===== src/rtl/vga_fb_pkg.sv =====
// Shared frame-buffer constants and types, also used by the VGA timing generator.
// No logic; constants only.
// Not applicable.
package vga_fb_pkg;

  // Visible raster size
  localparam int H_ACT  = 640;
  localparam int V_ACT  = 480;

  // SRAM geometry: the top address bit selects one of the two frame buffers
  localparam int ADDR_W = 20;
  localparam int DATA_W = 16;

  // One SRAM operation per cycle
  typedef enum logic [1:0] {
    S_IDLE = 2'd0,
    S_RD   = 2'd1,
    S_WR   = 2'd2
  } phase_t;

  // RGB565 pixel as stored in the SRAM
  typedef struct packed {
    logic [4:0] r;
    logic [5:0] g;
    logic [4:0] b;
  } rgb565_t;

endpackage


===== src/rtl/fb_addr_calc.sv =====
// Maps a pixel coordinate plus buffer bit to an SRAM word address, with a raster bounds check.
// Latency: purely combinational.
// No handshake; the caller decides whether to act on in_range.
module fb_addr_calc
  import vga_fb_pkg::*;
(
  input  logic [9:0]        x,
  input  logic [9:0]        y,
  input  logic              buf_sel,
  output logic [ADDR_W-1:0] addr,
  output logic              in_range
);

  logic [ADDR_W-2:0] x_ext;
  logic [ADDR_W-2:0] y_ext;
  logic [ADDR_W-2:0] offset;

  assign x_ext = {{(ADDR_W-11){1'b0}}, x};
  assign y_ext = {{(ADDR_W-11){1'b0}}, y};

  // y*640 as two shifts: 640 = 512 + 128, so no multiplier is needed
  assign offset   = (y_ext << 9) + (y_ext << 7) + x_ext;
  assign addr     = {buf_sel, offset};
  assign in_range = (x < 10'(H_ACT)) && (y < 10'(V_ACT));

endmodule


===== src/rtl/vga_fb_arbiter.sv =====
// Single owner of the frame-buffer SRAM: display reads have absolute priority, writer fills idle cycles, double-buffered.
// Latency: display read data valid 2 cycles after disp_req; accepted writes hit the SRAM the next cycle.
// Backpressure: writer stalls via wr_ready while the display requests or a buffer swap is pending.
module vga_fb_arbiter
  import vga_fb_pkg::*;
(
  input  logic              clk,
  input  logic              rst_n,
  input  logic              frame_start,
  input  logic              disp_req,
  input  logic [9:0]        disp_x,
  input  logic [9:0]        disp_y,
  output logic              disp_rvalid,
  output logic [DATA_W-1:0] disp_rdata,
  input  logic              wr_req,
  output logic              wr_ready,
  input  logic [9:0]        wr_x,
  input  logic [9:0]        wr_y,
  input  logic [DATA_W-1:0] wr_data,
  input  logic              swap_req,
  output logic              swap_done,
  output logic              front_sel,
  output logic [ADDR_W-1:0] sram_addr,
  output logic [DATA_W-1:0] sram_wdata,
  input  logic [DATA_W-1:0] sram_rdata,
  output logic              sram_dq_oe,
  output logic              sram_we_n,
  output logic              sram_oe_n,
  output logic              sram_ce_n
);

  phase_t            phase;
  phase_t            phase_nxt;
  logic              swap_pending;
  logic              oor_rd_q;
  logic [ADDR_W-1:0] disp_addr;
  logic [ADDR_W-1:0] wr_addr;
  logic              disp_in_range;
  logic              wr_in_range;
  logic              wr_accept;

  // Display always reads the front buffer
  fb_addr_calc u_disp_addr (
    .x        (disp_x),
    .y        (disp_y),
    .buf_sel  (front_sel),
    .addr     (disp_addr),
    .in_range (disp_in_range)
  );

  // Writer always targets the back buffer
  fb_addr_calc u_wr_addr (
    .x        (wr_x),
    .y        (wr_y),
    .buf_sel  (~front_sel),
    .addr     (wr_addr),
    .in_range (wr_in_range)
  );

  // Writer only gets cycles the display does not want, and none while a swap waits for frame start
  assign wr_ready  = rst_n & ~disp_req & ~swap_pending;
  assign wr_accept = wr_req & wr_ready;

  // Next-phase decision: in-range display read wins, then an in-range accepted write
  always_comb begin
    phase_nxt = S_IDLE;
    if (disp_req && disp_in_range) begin
      phase_nxt = S_RD;
    end else if (wr_accept && wr_in_range) begin
      phase_nxt = S_WR;
    end
  end

  // Phase register plus the SRAM address/data and display return path
  always_ff @(posedge clk or negedge rst_n) begin
    if (!rst_n) begin
      phase       <= S_IDLE;
      sram_addr   <= '0;
      sram_wdata  <= '0;
      sram_ce_n   <= 1'b1;
      oor_rd_q    <= 1'b0;
      disp_rvalid <= 1'b0;
      disp_rdata  <= '0;
    end else begin
      phase     <= phase_nxt;
      sram_ce_n <= 1'b0;
      // The buffer bit is frozen into sram_addr here, so a later swap cannot redirect this access
      if (phase_nxt == S_RD) begin
        sram_addr <= disp_addr;
      end else if (phase_nxt == S_WR) begin
        sram_addr  <= wr_addr;
        sram_wdata <= wr_data;
      end
      // Off-screen reads skip the SRAM but still answer on the same schedule, with black
      oor_rd_q    <= disp_req & ~disp_in_range;
      disp_rvalid <= (phase == S_RD) | oor_rd_q;
      if (phase == S_RD) begin
        disp_rdata <= sram_rdata;
      end else if (oor_rd_q) begin
        disp_rdata <= '0;
      end
    end
  end

  // Swap bookkeeping: arm on swap_req, flip the front buffer at the next frame start
  always_ff @(posedge clk or negedge rst_n) begin
    if (!rst_n) begin
      front_sel    <= 1'b0;
      swap_pending <= 1'b0;
      swap_done    <= 1'b0;
    end else begin
      swap_done <= frame_start & swap_pending;
      if (frame_start && swap_pending) begin
        front_sel    <= ~front_sel;
        swap_pending <= 1'b0;
      end else if (swap_req) begin
        swap_pending <= 1'b1;
      end
    end
  end

  // SRAM strobes decoded from the registered phase; WR->RD turnaround needs no gap cycle
  always_comb begin
    sram_we_n  = 1'b1;
    sram_oe_n  = 1'b1;
    sram_dq_oe = 1'b0;
    case (phase)
      S_RD: sram_oe_n = 1'b0;
      S_WR: begin
        sram_we_n  = 1'b0;
        sram_dq_oe = 1'b1;
      end
      default: ;
    endcase
  end

endmodule


===== config.mk =====
export PLATFORM = sky130hd
export DESIGN_NAME = vga_fb_arbiter
export DESIGN_NICKNAME = d
export VERILOG_FILES = /design/src/rtl/vga_fb_pkg.sv /design/src/rtl/fb_addr_calc.sv /design/src/rtl/vga_fb_arbiter.sv
export SDC_FILE = /design/constraint.sdc
export NUM_CORES = 1
export LEC_CHECK = 0
export ABC_AREA = 1
export BUFFER_PORTS_ARGS = -buffer_cell sky130_fd_sc_hd__buf_4
export CAP_MARGIN = 40
export CORE_MARGIN = 10
export CORE_UTILIZATION = 46
export CTS_CLUSTER_DIAMETER = 80
export DETAILED_ROUTE_END_ITERATION = 10
export PLACE_DENSITY = 0.78
export SLEW_MARGIN = 20
export SYNTH_ARGS = -nofsm -noshare
export SYNTH_HDL_FRONTEND = slang
export SYNTH_SLANG_ARGS = --single-unit

===== constraint.sdc =====
create_clock -name clk -period 1.2 [get_ports clk]
set_input_delay 0.24 -clock clk [delete_from_list [all_inputs] [get_ports clk]]
set_output_delay 0.24 -clock clk [all_outputs]
set_load 0.01 [all_outputs]

-- Word level (Yosys, flattened, before mapping)
Cells that the tools add are included.
- register bits after elaboration: 60
- input port bits: 78
- output and inout bits: 60
- word-level logic and storage cells: 53
- add/sub/neg operators: 4
- $lt $le $gt $ge: 4
- eq/ne operators: 4
- multiplexer cells: 11
- bitwise gates (word level): 11
- reductions and logical operators: 9
- operators with widths (cell ; number):
    $mux W20 ; 2
    $add A19 B10 Y19 ; 2
    $add A19 B17 Y19 ; 2
    $mux W16 ; 2
    $lt A10 B10 Y1 const B ; 2
    $lt A10 B9 Y1 const B ; 2
    $reduce_bool A2 Y1 ; 3
    $and A1 B1 Y1 ; 5
    $logic_and A1 B1 Y1 ; 5
    $mux W1 ; 5
    $not A1 Y1 ; 5
    $eq A2 B1 Y1 const B ; 2
    $eq A2 B2 Y1 const B ; 2
    $mux W2 ; 2
    $reduce_and A2 Y1 ; 1
    $or A1 B1 Y1 ; 1

-- Depth between registers and ports, before layout
- word-level depth: 10
- mapped depth: 15
- depth with buffers taken out: 15

-- By module
A second synthesis with hierarchy kept.
- cell total of the unflattened synthesis: 571
- area, all modules: 4167.7 sq um
- by module, submodules not included (module ; instances ; cells an instance ; area an instance (sq um) ; sequential area each (sq um)):
    vga_fb_arbiter ; 1 ; 319 ; 2628.8 ; 1502.7
    fb_addr_calc ; 2 ; 126 ; 769.5 ; 0.0

-- Worst setup path after synthesis
No wires, ideal clock.
- path type: input to register
- start point: input port disp_x[9]
- end point: register sram_addr[14]
- library setup time: 0.116 ns
- arrival time: 1.893 ns
- required time: 1.084 ns
- path slack: -0.809 ns
- stages: 13
- buffers on the path: 0
- path through: inv_1 -> fa_1 -> inv_1 -> fa_1 -> nand2_1 -> nand2_1 -> nand3_1 -> nand2_1 -> xor2_1 -> nand2_1 -> nand2_1 -> nand2_1 -> nand2_1
- word-level cells in the longest chain between the ends: 6
- elaborated cells between the ends (all ways): 9
- those cells by class: add/sub: 1; order compare: 1; eq/ne: 2; mux: 2; reduce/logical: 3
- RTL lines (item ; line ; RTL):
    start, declared ; vga_fb_arbiter.sv:11 ; input logic [9:0] disp_x,
    $lt A10 B10 Y1 ; fb_addr_calc.sv:24 ; assign in_range = (x < 10'(H_ACT)) && (y < 10'(V_ACT));
    $logic_and A1 B1 Y1 ; fb_addr_calc.sv:24 ;
    $logic_and A1 B1 Y1 ; vga_fb_arbiter.sv:67 ; if (disp_req && disp_in_range) begin
    $mux W2 ; vga_fb_arbiter.sv:67 ;
    $eq A2 B1 Y1 or $eq A2 B2 Y1 (tied branches) ; vga_fb_arbiter.sv:88, vga_fb_arbiter.sv:90 ;
    $mux W20 or $reduce_bool A2 Y1 (tied branches) ; - ;
    end signal, assigned ; vga_fb_arbiter.sv:89 ; sram_addr <= disp_addr;
    end signal, assigned ; vga_fb_arbiter.sv:91 ; sram_addr <= wr_addr;
    end, declared ; vga_fb_arbiter.sv:23 ; output logic [ADDR_W-1:0] sram_addr,
Several ways; a longest one is shown, not always the timed one.
A chain may end at the register's enable or synchronous reset.

-- Worst setup path after layout
- start point: input port disp_y[2]
- end point: register sram_addr[17]
- word-level cells in the longest chain between the ends: 6
- elaborated cells between the ends (all ways): 10
- those cells by class: add/sub: 2; order compare: 1; eq/ne: 2; mux: 2; reduce/logical: 3
- RTL lines (item ; line ; RTL):
    start, declared ; vga_fb_arbiter.sv:12 ; input logic [9:0] disp_y,
    parallel branches: the longest is 6 deep, another holds $add A19 B17 Y19 ; - ;
Several ways; the timed one is not identified.

==> impl_metrics.py <==
metrics = {
    "floorplanning": {
        "design.die.area_um2": 12600,
        "fp.dieW_um": 112.2,
        "rows": 33,
        "start_util_pct": 47.39,
        "ioPinCount": 138,
        "dieHeight_um": 112.2,
        "core_area_um2": 8258,
    },
    "routing": {
        "antenna_left": 0,
        "dr.pass1.iters": 4,
        "routed.top_layer": "met4",
        "route.met2.wl_um": 6885,
        "first_iter_violations": 253,
        "wl_per_cell_um": 16.88,
        "wl_met3_um": 944,
        "wl_um": 13740,
        "drt-met1-wl_um": 5390,
        "vias_per_cell": 5.128,
        "num_vias": 4174,
        "remaining_drc_errors": 0,
    },
    "worst_setup_path": {
        "cp_max_fo": 2,
        "setup.worst_path.class": "input port to flip-flop",
        "worstReg2RegStart": "swap_pending",
        "cp-start-kind": "input port",
        "required_ns": 1.42,
        "crit_path_end_kind": "flip-flop",
        "r2r_setup_slack_ns": -0.21,
        "worstPathArrival_ns": 2.02,
        "r2r_end": "sram_addr[11]",
        "r2r_cells": 9,
    },
    "placed_design": {
        "hpwl_um": 10250,
        "place_congestion": 0.8829,
        "placed_area_um2": 5495,
        "io_buffers": 137,
    },
    "timing": {
        "slew_headroom_pct": 50.18,
        "fin_skew_ns": 0.009969,
        "setup-violations-final": 41,
        "period_needed_ns": 1.797,
        "hold_violations": 0,
        "max_freq_mhz": 556.4,
        "setup_tns_ns": -7.651,
        "worstMarginPinSlew_ns": 0.7474,
        "fin_ws_ns": -0.5972,
        "rsz0062_at_grt": "yes",
        "final_max_slew_viol_count": 0,
        "fin_crit_sh_pct": 149.8,
        "holdWs_ns": 0.08332,
    },
    "layout": {
        "fillers": 576,
        "layout-drive-gt1-share_pct": 48.80,
        "regArea_um2": 1504,
        "multi_input_area_um2": 2544,
        "final_cell_area_um2": 6332,
        "area_delta_synth_final_pct": 61.80,
        "layout.nets": 825,
        "antenna-diode-count": 0,
        "final_core_util_pct": 76.68,
    },
    "cts": {
        "cts.sinks": 60,
        "clock_latency_ns": 0.33,
        "cts_tree": "built",
        "htreeDepth": 3,
        "ctsHoldBuffers": 0,
        "cts_made_buffers": 9,
        "cts_max_path_buffers": 2,
        "ctsRootBufferMaster": "clkbuf_8",
        "clk_pin_slew_ns": 0.07,
    },
    "synthesis": {
        "ys_warn_count": 0,
        "yosys-top-cells-area": "dfrtp_1 38%, nand2_1 17%, ha_1 12%, nand3_1 7.0%, inv_1 3.5%",
        "ys_async_sr_fraction_pct": 100.0,
        "synth_fp_nets": 617,
        "seq_area_frac_synth_pct": 38.40,
        "yosys.area.top_type": "dfrtp_1",
        "synthCells": 497,
        "synth-seq-cells": 60,
        "avgSynthCellArea_um2": 7.875,
        "synth_edf_count": 0,
        "netlist_area_um2": 3914,
        "synth_cell_type_count": 38,
        "synth_top_area_share_pct": 37.72,
        "ys.flop_type": "dfrtp_1",
    },
    "global_route": {
        "grtUsageTotal_pct": 20.63,
        "grt_max_degree": 61,
        "grt_pass1_vias": 4433,
        "grt.overflow.total": 0,
        "grt_first_pass_wirelength_um": 21550,
        "antenna_found_initial": 0,
    },
    "pwr": {
        "vdd_ir_drop_max_mv": 0.8134,
        "power_leakage_nw": 3.488,
        "power_density_nw_per_um2": 1210,
        "total_power_w": 0.007659,
    },
    "job": {
        "drv_cap": 0,
    },
    "worst_hold_path": {
        "hold_class": "input port to asynchronous set/reset pin",
    },
    "run_status": {
        "violations": "setup timing",
        "status": "finished with violations",
    },
}
==> worst max-delay path by stage <==
stage	startpoint	to	slack [ns]
detailed placement	disp_y[2]	sram_addr[18]	-0.96
floorplan	disp_y[2]	sram_addr[14]	-0.67
global placement	disp_y[2]	sram_addr[18]	-0.90
finish	disp_y[2]	sram_addr[17]	-0.60
global route	wr_y[0]	sram_addr[12]	-0.69
CTS	disp_x[9]	sram_addr[14]	-0.51
==> timing repair <==
| action | in CTS | in global routing |
|---|---|---|
| setup endpoints to repair | 42 | 42 |
| setup buffers | 8 | 4 |
| resized for setup | 80 | 62 |
| pin swaps | 24 | 27 |
| cloned | 3 | 0 |
==> synth_stat cells, types with 3 or more instances <==
master and count:
nand3_1 55, nand3b_1 4, dfrtp_1 59, nor2_2 4, o21ai_0 5, o21ai_1 4
xnor2_1 3, nand4_1 5, clkbuf_1 3, buf_6 5, a21oi_2 6, nor2_1 34
xor2_1 5, inv_1 37, fa_1 4, o21ai_2 4, ha_1 38, nand2_1 180
a21oi_1 12, buf_2 3
==> routing by layer <==
layer | up-vias | GRT usage, %
li1 | 2022 | -
met1 | 1974 | 23.26
met2 | 145 | 35.77
met3 | 33 | 5.325
met4 | 0 | 9.306
met5 | - | 0
==> cell type report <==
cell class | count | area share (%)
sequential | 60 | 23.75
tap | 105 | 2.075
timing repair buffer | 211 | 27.68
multi-input combinational | 380 | 40.17
clock inverter | 4 | 0.7706
inverter | 43 | 3.161
clock buffer | 11 | 2.391
==> layout by cell type, fill, tap and decap left out, types with 5 or more instances in the layout <==
master | Yosys | final
buf_4 | 2 | 188
nand2_1 | 180 | 128
dfrtp_1 | 59 | 58
nand2_2 | 2 | 41
nand3_1 | 55 | 40
ha_1 | 38 | 34
nor2_1 | 34 | 29
inv_1 | 37 | 27
nand2_4 | 0 | 13
buf_6 | 5 | 13
nand3_2 | 2 | 12
a21oi_1 | 12 | 11
clkbuf_8 | 1 | 11
inv_2 | 2 | 7
a21oi_2 | 6 | 7
nand3_4 | 1 | 6
nor2_2 | 4 | 6
nand4_1 | 5 | 5
o21ai_0 | 5 | 5
xor2_1 | 5 | 5
buf_8 | 0 | 5
==> power by group <==
group / internal, W / switching [W]
Sequential: 0.00241 / 0.000273
Clock: 0.00106 / 0.000777
Combinational: 0.00155 / 0.00159
Total: 0.00502 / 0.00264
==> flip-flops by register name, indices dropped and copies added (netlist names), 2 cells and up <==
register	count
sram_addr	20
disp_rdata	16
sram_wdata	16
phase	2
==> metrics by stage <==
step / cells / setup WS (ns)
finish: 814 / -0.5972
global route: 814 / -0.6869
CTS: 811 / -0.5113
detailed placement: 786 / -0.9642
global placement: 786 / -0.8976
floorplan: 497 / -0.6735
==> cell families (layout without fill, tap and decap cells) <==
group / after synthesis / count (layout) / synth area share [%]
AND/OR/NAND/NOR: 290 / 290 / 31.59
flip-flops: 60 / 60 / 38.40
buffers and inverters: 57 / 269 / 7.097
adder cells (fa/ha/maj): 42 / 42 / 14.19
AO/OA/AOI/OAI: 38 / 38 / 6.426
XOR/XNOR: 9 / 9 / 2.206
other: 1 / 1 / 0.09582
==> critical path: stages <==
cell	delay (ns)
buf_8	0.09
inv_8	0.03
fa_1	0.54
inv_2	0.05
buf_6	0.11
ha_4	0.28
nand2_2	0.08
nor2_4	0.14
nand3_2	0.11
nand3_2	0.10
nand2_2	0.05
nand3_2	0.06
nand2_1	0.05
nand2_1	0.05
nand2_1	0.04
(Power assumes the default switching activity.)
